## src/rtl/csr_trap_file_pkg.sv

```systemverilog
// Shared encodings for the trap-state CSR file: CSR addresses, STATUS bit
// positions and the one-hot SCAUSE cause bits used by decode/execute.
package csr_trap_file_pkg;

   typedef enum logic [2:0] {
      CSR_STATUS  = 3'd0,
      CSR_SCAUSE  = 3'd1,
      CSR_INTMASK = 3'd2,
      CSR_SEPC    = 3'd3,
      CSR_STVEC   = 3'd4,
      CSR_TCOUNT  = 3'd5
   } csr_addr_e;

   localparam int ST_EXL      = 0;
   localparam int ST_IE       = 1;
   localparam int ST_PIE      = 2;
   localparam int ST_NEST_ERR = 3;

   localparam logic [7:0] SC_MISALIGN_FETCH = 8'h01;
   localparam logic [7:0] SC_FETCH_FAULT    = 8'h02;
   localparam logic [7:0] SC_ILLEGAL        = 8'h04;
   localparam logic [7:0] SC_BREAK          = 8'h08;
   localparam logic [7:0] SC_MISALIGN_LS    = 8'h10;
   localparam logic [7:0] SC_LS_FAULT       = 8'h20;
   localparam logic [7:0] SC_ECALL          = 8'h40;
   localparam logic [7:0] SC_IRQ            = 8'h80;

   localparam logic [7:0] SC_ALL = SC_MISALIGN_FETCH | SC_FETCH_FAULT | SC_ILLEGAL |
                                   SC_BREAK | SC_MISALIGN_LS | SC_LS_FAULT |
                                   SC_ECALL | SC_IRQ;

endpackage

```

## src/rtl/csr_trap_file.sv

```systemverilog
// Trap-state register file: STATUS/SCAUSE/INTMASK/SEPC/STVEC/TCOUNT, trap
// entry and return sequencing, and a registered PC-redirect pulse to fetch.
module csr_trap_file
   import csr_trap_file_pkg::*;
#(
   parameter int              XLEN        = 32,
   parameter logic [XLEN-1:0] STVEC_RESET = 32'h0000_1000,
   parameter int              VEC_SHIFT   = 2
) (
   input  logic            clk,
   input  logic            rst,
   input  logic            csr_we,
   input  logic [2:0]      csr_addr,
   input  logic [XLEN-1:0] csr_wdata,
   output logic [XLEN-1:0] csr_rdata,
   input  logic [7:0]      exc_raise,
   input  logic [XLEN-1:0] exc_pc,
   input  logic            EXL_Set,
   input  logic [2:0]      INT_PEND,
   input  logic            int_ret,
   output logic [7:0]      STATUS,
   output logic [7:0]      SCAUSE,
   output logic [7:0]      INTMASK,
   output logic            redirect_valid,
   output logic [XLEN-1:0] redirect_pc
);

   logic [3:0]      status_q, status_d;
   logic [7:0]      scause_q, intmask_q, w1c;
   logic [XLEN-1:0] sepc_q, stvec_q, tcount_q, vec_target;
   logic            wr_status, wr_intmask, wr_sepc, wr_stvec, wr_tcount;
   logic            trap_ret, trap_entry, trap_nest;

   assign wr_status  = csr_we && (csr_addr == CSR_STATUS);
   assign wr_intmask = csr_we && (csr_addr == CSR_INTMASK);
   assign wr_sepc    = csr_we && (csr_addr == CSR_SEPC);
   assign wr_stvec   = csr_we && (csr_addr == CSR_STVEC);
   assign wr_tcount  = csr_we && (csr_addr == CSR_TCOUNT);
   assign w1c        = (csr_we && (csr_addr == CSR_SCAUSE)) ? csr_wdata[7:0] : 8'h00;

   // A return always wins; an entry request in the same cycle is dropped and re-raised later.
   assign trap_ret   = int_ret;
   assign trap_entry = EXL_Set && !int_ret && !status_q[ST_EXL];
   assign trap_nest  = EXL_Set && !int_ret &&  status_q[ST_EXL];

   assign vec_target = stvec_q + (XLEN'(INT_PEND) << VEC_SHIFT);

   always_comb begin
      // NOTE: every combinational output gets a default first, so no path can infer a latch.
      status_d = status_q;
      if (trap_ret) begin
         status_d[ST_EXL] = 1'b0;
         status_d[ST_IE]  = status_q[ST_PIE];
         status_d[ST_PIE] = 1'b1;
      end else if (trap_entry) begin
         status_d[ST_PIE] = status_q[ST_IE];
         status_d[ST_IE]  = 1'b0;
         status_d[ST_EXL] = 1'b1;
      end else begin
         if (wr_status) status_d = csr_wdata[3:0];
         if (trap_nest) status_d[ST_NEST_ERR] = 1'b1;
      end
   end

   // NOTE: sequential state uses non-blocking assignments so all registers update from pre-edge values.
   always_ff @(posedge clk or posedge rst) begin
      if (rst) begin
         status_q       <= '0;
         scause_q       <= '0;
         intmask_q      <= '0;
         sepc_q         <= '0;
         stvec_q        <= STVEC_RESET;
         tcount_q       <= '0;
         redirect_valid <= 1'b0;
         redirect_pc    <= '0;
      end else begin
         status_q       <= status_d;
         scause_q       <= (scause_q & ~w1c) | (exc_raise & SC_ALL);
         redirect_valid <= trap_entry || trap_ret;

         if (wr_intmask) intmask_q <= csr_wdata[7:0];
         if (wr_stvec)   stvec_q   <= csr_wdata;

         if (trap_entry)                 sepc_q <= exc_pc;
         else if (wr_sepc && !trap_ret)  sepc_q <= csr_wdata;

         if (trap_entry)     tcount_q <= tcount_q + 1'b1;
         else if (wr_tcount) tcount_q <= csr_wdata;

         if (trap_ret)        redirect_pc <= sepc_q;
         else if (trap_entry) redirect_pc <= vec_target;
      end
   end

   always_comb begin
      csr_rdata = '0;
      case (csr_addr)
         CSR_STATUS:  csr_rdata = XLEN'(status_q);
         CSR_SCAUSE:  csr_rdata = XLEN'(scause_q);
         CSR_INTMASK: csr_rdata = XLEN'(intmask_q);
         CSR_SEPC:    csr_rdata = sepc_q;
         CSR_STVEC:   csr_rdata = stvec_q;
         CSR_TCOUNT:  csr_rdata = tcount_q;
         default:     csr_rdata = '0;
      endcase
   end

   assign STATUS  = {4'b0000, status_q};
   assign SCAUSE  = scause_q;
   assign INTMASK = intmask_q;

endmodule

```

## config.mk

```make
export PLATFORM = sky130hd
export DESIGN_NAME = csr_trap_file
export DESIGN_NICKNAME = d
export VERILOG_FILES = /design/src/rtl/csr_trap_file_pkg.sv /design/src/rtl/csr_trap_file.sv
export SDC_FILE = /design/constraint.sdc
export NUM_CORES = 1
export LEC_CHECK = 0
export BUFFER_PORTS_ARGS = -buffer_cell sky130_fd_sc_hd__buf_2
export CORE_MARGIN = 2
export CORE_UTILIZATION = 56
export CTS_CLUSTER_DIAMETER = 120
export DETAILED_ROUTE_END_ITERATION = 7
export GPL_TIMING_DRIVEN = 0
export PLACE_DENSITY = 0.83
export SLEW_MARGIN = 20
export SYNTH_ARGS = -nofsm -noshare
export SYNTH_HDL_FRONTEND = slang
export SYNTH_SLANG_ARGS = --single-unit
```

## constraint.sdc

```tcl
create_clock -name clk -period 4.7 [get_ports clk]
set_input_delay 0 -clock clk [delete_from_list [all_inputs] [get_ports clk]]
set_output_delay 0 -clock clk [all_outputs]
set_load 0.05 [all_outputs]
```

Yosys cells after proc, flatten, opt, wreduce, memory -nomap -nowiden
Index checks and enable logic that the tools add are counted.

Bits in latches: 0. Flip-flop bits (word level): 149. ROM bits: 0. Memories: 0. RAM bits: 0.

Multiplexer cells: 12. Multipliers: 0. Eq/ne operators: 5. $add $sub $neg: 2. Bitwise logic cells: 5. Div/mod/pow operators: 0. Shift operators: 0. Order comparisons: 0. Reduce and logical (&&, ||, !) cells: 20.

Operators with widths (count): 2-to-1 mux 32 bit (6); case mux 32 bit (6 select lines) (1); adder 32 x 1 -> 32 bit, second input constant (1); adder 32 x 5 -> 32 bit (1); logical AND 1 bit (10); bitwise AND 8 bit (1); 2-to-1 mux 8 bit (1); NOT 8 bit (1); bitwise OR 8 bit (1); nonzero test 2 bit (4); == test 3 x 2 -> 1 bit, second input constant (2); == test 3 bit, second input constant (2); 2-to-1 mux 3 bit (2); 2-to-1 mux 4 bit (1); == test 3 x 1 -> 1 bit, second input constant (1); zero test 3 bit (1); AND reduction 3 bit (1); nonzero test 3 bit (1); zero test 1 bit (2); NOT 1 bit (2); logical OR 1 bit (1); 2-to-1 mux 1 bit (1).

Depth between registers and ports, before layout
Gate-level depths: netlist of the first run.

Depth in word-level cells: 6. Gate-level depth with buffers: 8. Mapped depth without buffers: 7.

Worst setup path after synthesis of the first run
OpenSTA, ideal clock, no wires.

Path kind: flip-flop to flip-flop. Start point: reg status_q[0]. End point: reg tcount_q[28]. Arrival time: 2047 ps. Clock period less this slack: 2133 ps. Cell stages (with the launch flop): 5. Path buffers: 0. Slack: 2567 ps. Path through: dfrtp_1 or3b_4 or4_4 o31a_1 a211oi_2.

Word-level cells in the longest chain between the ends: 3.

Ends and longest elaborated chain: from (decl) (line csr_trap_file.sv:28) `logic [3:0] status_q, status_d;`; from (signal assigned) (line csr_trap_file.sv:77) `status_q <= status_d;`; zero test 1 bit * (line csr_trap_file.sv:43) `assign trap_entry = EXL_Set && !int_ret && !status_q[ST_EXL];`; logical AND 1 bit * (line csr_trap_file.sv:43); 2-to-1 mux 32 bit or nonzero test 2 bit (tied branches); to (signal assigned) (line csr_trap_file.sv:87) `if (trap_entry) tcount_q <= tcount_q + 1'b1;`; to (signal assigned) (line csr_trap_file.sv:88) `else if (wr_tcount) tcount_q <= csr_wdata;`; to (decl) (line csr_trap_file.sv:30) `logic [XLEN-1:0] sepc_q, stvec_q, tcount_q, vec_target;`.

Mark *: on every way between the ends. The rest lies on a longest branch, timed or not. A chain may end at the register's enable or synchronous reset.

Worst setup path after layout of the first run
Start point: reg status_q[0]. End point: reg sepc_q[5].

Word-level cells in the longest chain between the ends: 3.

Ends and longest elaborated chain: zero test 1 bit * (line csr_trap_file.sv:43); logical AND 1 bit * (line csr_trap_file.sv:43); 2-to-1 mux 32 bit or nonzero test 2 bit (tied branches); to (signal assigned) (line csr_trap_file.sv:84) `if (trap_entry) sepc_q <= exc_pc;`; to (signal assigned) (line csr_trap_file.sv:85) `else if (wr_sepc && !trap_ret) sepc_q <= csr_wdata;`; to (decl) (line csr_trap_file.sv:30).

Marks and branches as above.

==> results of run 1 <==
## layout make-up
cell class                      instances  area [um^2]
Clock inverter                         15          188
Timing Repair Buffer                  280         1990
Inverter                                4         22.5
Clock buffer                           17          425
Buffer                                 64          280
Sequential cell                       149         3730
Fill cell                             932         3360
Multi-Input combinational cell        644         4250
Tap cell                              184          230
Antenna cell                            1         2.50
## through the flow
step	TNS [ps]	util	total power, mW
CTS	0	0.767	4.75
finish	0	0.768	4.84
detailed placement	0	0.647	3.21
global placement	-157590	0.645	3.17
global route	0	0.768	5.01
floorplan	0	-	2.81
## metal layers
metal	GRT usage	routed length (um)	share of wire	vias up
met1	0.465	10800	0.36	4139
met5	0	0	0	-
met2	0.592	13600	0.46	730
li1	-	-	-	3741
met4	0.240	1890	0.064	0
met3	0.0958	3390	0.11	199
## worst max-delay path, delay by kind of cell (launching register included)
family | cells | cell delay, ps
buffers and inverters | 4 | 2030
and+or+nand+nor | 2 | 760
DFF | 1 | 460
AOI/OAI and AO/OA | 1 | 160
## flip-flops by register name (all words and copies together), names as in the netlist
name            cells
sepc_q             32
redirect_pc        32
status_q            4
redirect_valid      1
stvec_q            32
INTMASK             8
SCAUSE              8
tcount_q           32
## timing repair
item,CTS,global route
buffers inserted,0,0
hold buffers,113,0
endpoints found under the hold margin,187,0
## where the power goes
group | switching, mW | internal, mW
Clock | 0.562 | 0.881
Combinational | 0.998 | 0.561
Sequential | 0.294 | 1.55
Total | 1.85 | 2.99
## worst max path at each step
| stage | endpoint | depth (start not counted) |
|---|---|---|
| 2_1_floorplan | INTMASK[0] | 1 |
| 3_3_place_gp | sepc_q[25] | 2 |
| 3_5_place_dp | sepc_q[4] | 6 |
| 4_1_cts | sepc_q[4] | 7 |
| 5_1_grt | sepc_q[5] | 7 |
| 6_report | sepc_q[5] | 7 |
## kinds of logic (layout without fill, tap and decap cells)
kind of cell	count (synthesis)	in the layout	synth area share
compound gates	210	210	0.160
xor+xnor	27	27	0.0286
fa+ha+maj	5	5	0.00848
buf+inv	68	380	0.0357
flops	149	149	0.452
mux	120	120	0.152
other cells	1	5	0.000454
simple gates	278	278	0.163
## cell usage in the layout, fill, tap and decap left out, types with 6 or more instances in the layout
| cell | instances |
|---|---|
| nand3_1 | 18 |
| nor2_1 | 59 |
| clkbuf_16 | 17 |
| and3_1 | 8 |
| nand4_1 | 23 |
| a211oi_1 | 15 |
| and4_1 | 8 |
| a311oi_1 | 8 |
| clkbuf_1 | 39 |
| dfrtp_1 | 148 |
| o21ai_0 | 91 |
| nor4_1 | 9 |
| clkinv_2 | 7 |
| nand2_1 | 114 |
| a22oi_1 | 30 |
| mux2_2 | 46 |
| nor3_1 | 13 |
| xor2_1 | 22 |
| a21oi_1 | 24 |
| dlygate4sd3_1 | 113 |
| buf_2 | 180 |
| a21o_1 | 10 |
| o22ai_1 | 8 |
| buf_1 | 6 |
| mux2i_1 | 74 |
==> flow_metrics.py, run 1 <==
metrics = {
    "route": {
        "drt_wl_total_um": 29700,
        "drc": 0,
        "wl_per_cell_um": 21.9,
        "vias_per_cell": 6.49,
        "drt_iter0_markers": 1277,
        "firstDrtPassIters": 6,
        "ant_nets": 0,
        "via_count": 8809,
    },
    "min_path": {
        "hold_depth": 4,
        "min_from": "INT_PEND[1]",
        "hold_class": "in2reg",
        "hold_end": "redirect_pc[3]",
    },
    "setup_path": {
        "cp_slowest_cell": "clkbuf_1",
        "r2r_end": "sepc_q[5]",
        "critPathLaunch": "status_q[0]",
        "cpMostUsedCell": "clkbuf_1",
        "cp_max_fo": 10,
        "crit_required_ps": 5080,
        "start_kind": "flop",
        "ff2ff_path_depth": 7,
        "regToRegSetupSlack_ps": 1210,
        "worstPathArrival_ps": 3870,
        "end_kind": "flop",
        "rr_startpoint": "status_q[0]",
        "max_stage_delay_ps": 670,
        "path_cells": "nor3b_2 -> buf_2 -> clkbuf_1 -> clkbuf_1 -> nand2_1 -> o21ai_0 -> dlygate4sd3_1",
        "criticalPathCategory": "reg2reg",
    },
    "power": {
        "ir_drop_v": 0.000309,
        "power.leakage_nw": 4.78,
        "powerDensity_nw_per_um2": 436,
    },
    "cts": {
        "clk_pin_slew_ps": 70,
        "cts_root_buffer": "clkbuf_16",
        "cts.path.max_buffers": 2,
        "cts.sink_count": 149,
        "cts_resized": 0,
        "cts_tree": "built",
        "cts_made_buffers": 17,
        "htreeDepth": 4,
        "insertion_delay_ps": 440,
    },
    "final_layout": {
        "area_delta_synth_final_pct": 34.6,
        "instances_no_fill": 1358,
        "drive_above_1_share": 0.237,
        "final_nets": 1248,
        "fin_area_um2": 11100,
    },
    "grt": {
        "first_global_vias": 8823,
        "antenna_found_initial": 1,
        "grt_pass1_wl_um": 46200,
        "gr-usage-all-layers": 0.377,
        "overflow": 0,
        "grt_start_max_net_pins": 77,
    },
    "yosys": {
        "ys_seq_area_frac": 0.452,
        "syn-cell-area_um2": 8260,
        "avgSynthCellArea_um2": 9.63,
        "yosys_warnings": 0,
        "synthCells": 858,
        "ys_top_cells_by_count": "dfrtp_1, nand2_1, o21ai_0",
        "yosysMostFrequentCell": "dfrtp_1",
        "synth_ff_type": "dfrtp_1",
        "async_flop_share": 1.00,
        "synth-seq-cells": 149,
        "synth_cell_types": 56,
        "synth_area_leaders": "dfrtp_1, mux2i_1, mux2_2, o21ai_0, nand2_1",
        "synth_edf_count": 0,
        "synth_top_area_share": 0.448,
        "synth_area_leader_cell": "dfrtp_1",
    },
    "place": {
        "place_inst": 1212,
        "gp_congestion": 0.998,
        "io_buffers": 166,
        "post-place-ws_ps": 2050,
        "post_dp_cell_area_um2": 9370,
        "detailed_place_hpwl_um": 18100,
    },
    "sta": {
        "finalSetupViolations": 0,
        "drv_slew": 0,
        "worst-slew-pin-transition_ps": 938,
        "hold_violations": 0,
        "grt_setup_unrepaired": "false",
        "min_period_ps": 3490,
        "setup_slack_ps": 1210,
        "clock_skew_ps": 10.9,
        "max_freq_mhz": 287,
        "holdWs_ps": 41.9,
        "period_share": 0.742,
        "slew_headroom": 0.372,
    },
    "floorplan": {
        "die_area_um2": 15700,
        "ios": 172,
        "die_h_um": 125,
        "rows": 44,
        "core_um2": 14500,
        "initial_core_util": 0.571,
        "dieWidth_um": 125,
    },
    "status": {
        "status": "finished clean",
    },
    "job": {
        "maxCapViolations": 0,
    },
}
Note: power is estimated with default switching activity, not from simulation.
==> run 2, diff against run 1 <==
==> constraint.sdc (replaced) <==
create_clock -name clk -period 3.5 [get_ports clk]
set_input_delay 0 -clock clk [delete_from_list [all_inputs] [get_ports clk]]
set_output_delay 0 -clock clk [all_outputs]
set_load 0.05 [all_outputs]
==> run 2 against run 1 <==
Register-to-register slack got worse by 1100 ps; critical path depth down 1; sequential power increased by 35%; clock-buffer cell count grew 6; total power grew 37%; setup slack got worse by 1100 ps; clock skew up 2.0 ps; final cell count is 0.15% higher; first-iteration DRC count unchanged; critical path type unchanged; largest power group unchanged.
==> flow_metrics.py, run 2 (synthesis results as in run 1) <==
metrics = {
    "power": {
        "powerDensity_nw_per_um2": 592,
        "seqPwrFrac": 0.374,
        "fin_total_pwr_mw": 6.64,
        "swShare": 0.379,
        "combPwrFrac": 0.320,
        "ir_drop_v": 0.000418,
        "power.leakage_nw": 4.83,
        "power.internal_mw": 4.12,
        "clockPowerShare": 0.305,
        "switching_power_mw": 2.51,
    },
    "final_layout": {
        "final_cell_mix": "buf_2, dfrtp_1, nand2_1",
        "final_common_cell": "buf_2",
        "final_nets": 1252,
        "area_delta_synth_final_pct": 35.7,
        "drive_above_1_share": 0.238,
        "ff_latch_area_um2": 3730,
        "multi_input_area_um2": 4250,
        "diodes": 0,
        "fill_cells": 925,
    },
    "cts": {
        "cts_resized": 0,
        "cts.sink_count": 149,
        "cts_root_buffer": "clkbuf_16",
        "cts_tree": "built",
        "clk_pin_slew_ps": 70,
        "insertion_delay_ps": 440,
        "cts.path.max_buffers": 2,
        "cts_made_buffers": 17,
        "cts-hold-fix-buffers": 113,
        "cts_setup_buffers": 0,
        "htreeDepth": 4,
    },
    "floorplan": {
        "die_h_um": 125,
        "ios": 172,
        "core_um2": 14500,
        "die_area_um2": 15700,
        "dieWidth_um": 125,
        "initial_core_util": 0.571,
        "rows": 44,
    },
    "route": {
        "drc": 0,
        "firstDrtPassIters": 7,
        "wl_per_cell_um": 22.6,
        "vias_per_cell": 6.53,
        "via_count": 8876,
        "ant_nets": 0,
        "drt_wl_total_um": 30700,
        "drt_iter0_markers": 1277,
    },
    "grt": {
        "grt_pass1_wl_um": 47600,
        "overflow": 0,
        "gr-usage-all-layers": 0.390,
        "antenna_found_initial": 0,
        "grt_start_max_net_pins": 31,
        "first_global_vias": 8978,
    },
    "sta": {
        "worst-slew-pin-transition_ps": 1060,
        "max_freq_mhz": 293,
        "final.setup.tns_ps": 0,
        "period_share": 0.974,
        "min_period_ps": 3410,
        "slew_headroom": 0.293,
        "clock_skew_ps": 13.0,
        "grt_setup_unrepaired": "false",
        "drv_slew": 0,
        "hold_violations": 0,
        "finalSetupViolations": 0,
    },
    "setup_path": {
        "start_kind": "flop",
        "criticalPathCategory": "reg2reg",
        "worstPathArrival_ps": 3730,
        "cp_max_fo": 10,
        "end_kind": "flop",
        "crit_required_ps": 3820,
        "rr_startpoint": "status_q[0]",
        "critPathLaunch": "status_q[0]",
    },
    "place": {
        "detailed_place_hpwl_um": 18900,
        "gp_congestion": 1.01,
        "io_buffers": 166,
    },
    "min_path": {
        "min_from": "csr_addr[0]",
        "hold_class": "in2reg",
    },
    "status": {
        "status": "finished clean",
    },
    "job": {
        "maxCapViolations": 0,
    },
}
==> run 2: cell count changes in the layout (fill, tap and decap cells not counted), sizes merged <==
| cell | change |
|---|---|
| clkinv | -6 |
| clkinvlp | -1 |
| diode | -1 |
| clkbuf | +6 |
| buf | +4 |
==> run 2: power groups by stage <==
stage | clock, mW | combinational [mW] | sequential [mW]
after floorplan | 0 | 1.03 | 2.75
after global placement | 0 | 1.81 | 2.45
after detailed placement | 0 | 1.87 | 2.47
after CTS | 1.99 | 2.05 | 2.45
after global routing | 2.09 | 2.25 | 2.51
final | 2.03 | 2.12 | 2.49
==> run 2: path summary, 6_finish.rpt <==
kind / slack (ps) / end / depth (start not counted)
worst max-delay path: 90 / sepc_q[4] / 6
worst min-delay path: 90 / status_q[0] / 4
worst max register to register: 90 / sepc_q[4] / 6
worst min register to register: 470 / redirect_pc[1] / 2
max in group asynchronous: 2320 / stvec_q[12] / 6
min in group asynchronous: 160 / INTMASK[6] / 3
==> run 2: final cells by class <==
cell class	instances	area share
clock buffers	23	0.0444
plain buffers	64	0.0250
repair buffers	284	0.184
inverters	4	0.00167
flip-flops and latches	149	0.333
well taps	184	0.0205
clock inverters	8	0.0128
multi-input cells	644	0.379
==> run 2: layer usage <==
layer	global-route usage	part of all wire	vias up
met2	0.605	0.46	764
met1	0.476	0.35	4155
met5	0	0	-
met3	0.125	0.12	214
met4	0.232	0.065	0
li1	-	-	3743
==> run 2: critical path, stage by stage (launching register included) <==
cell           delay (ps)
dfrtp_1               450
nor3b_2               560
buf_2                 340
clkbuf_1              420
clkbuf_1              590
o21ai_0               290
dlygate4sd3_1         640
==> run 2: metrics by stage <==
stage	area, um^2	instances	hold WS, ps	utilization	worst slack [ps]
after detailed placement	9440	1216	67.1	0.652	838
after global routing	11200	1360	88.1	0.774	48.2
after CTS	11200	1360	23.5	0.774	355
after floorplan	8280	861	92.3	-	1370
after global placement	9340	1211	179	0.645	649
final	11200	1360	87.9	0.774	92.6
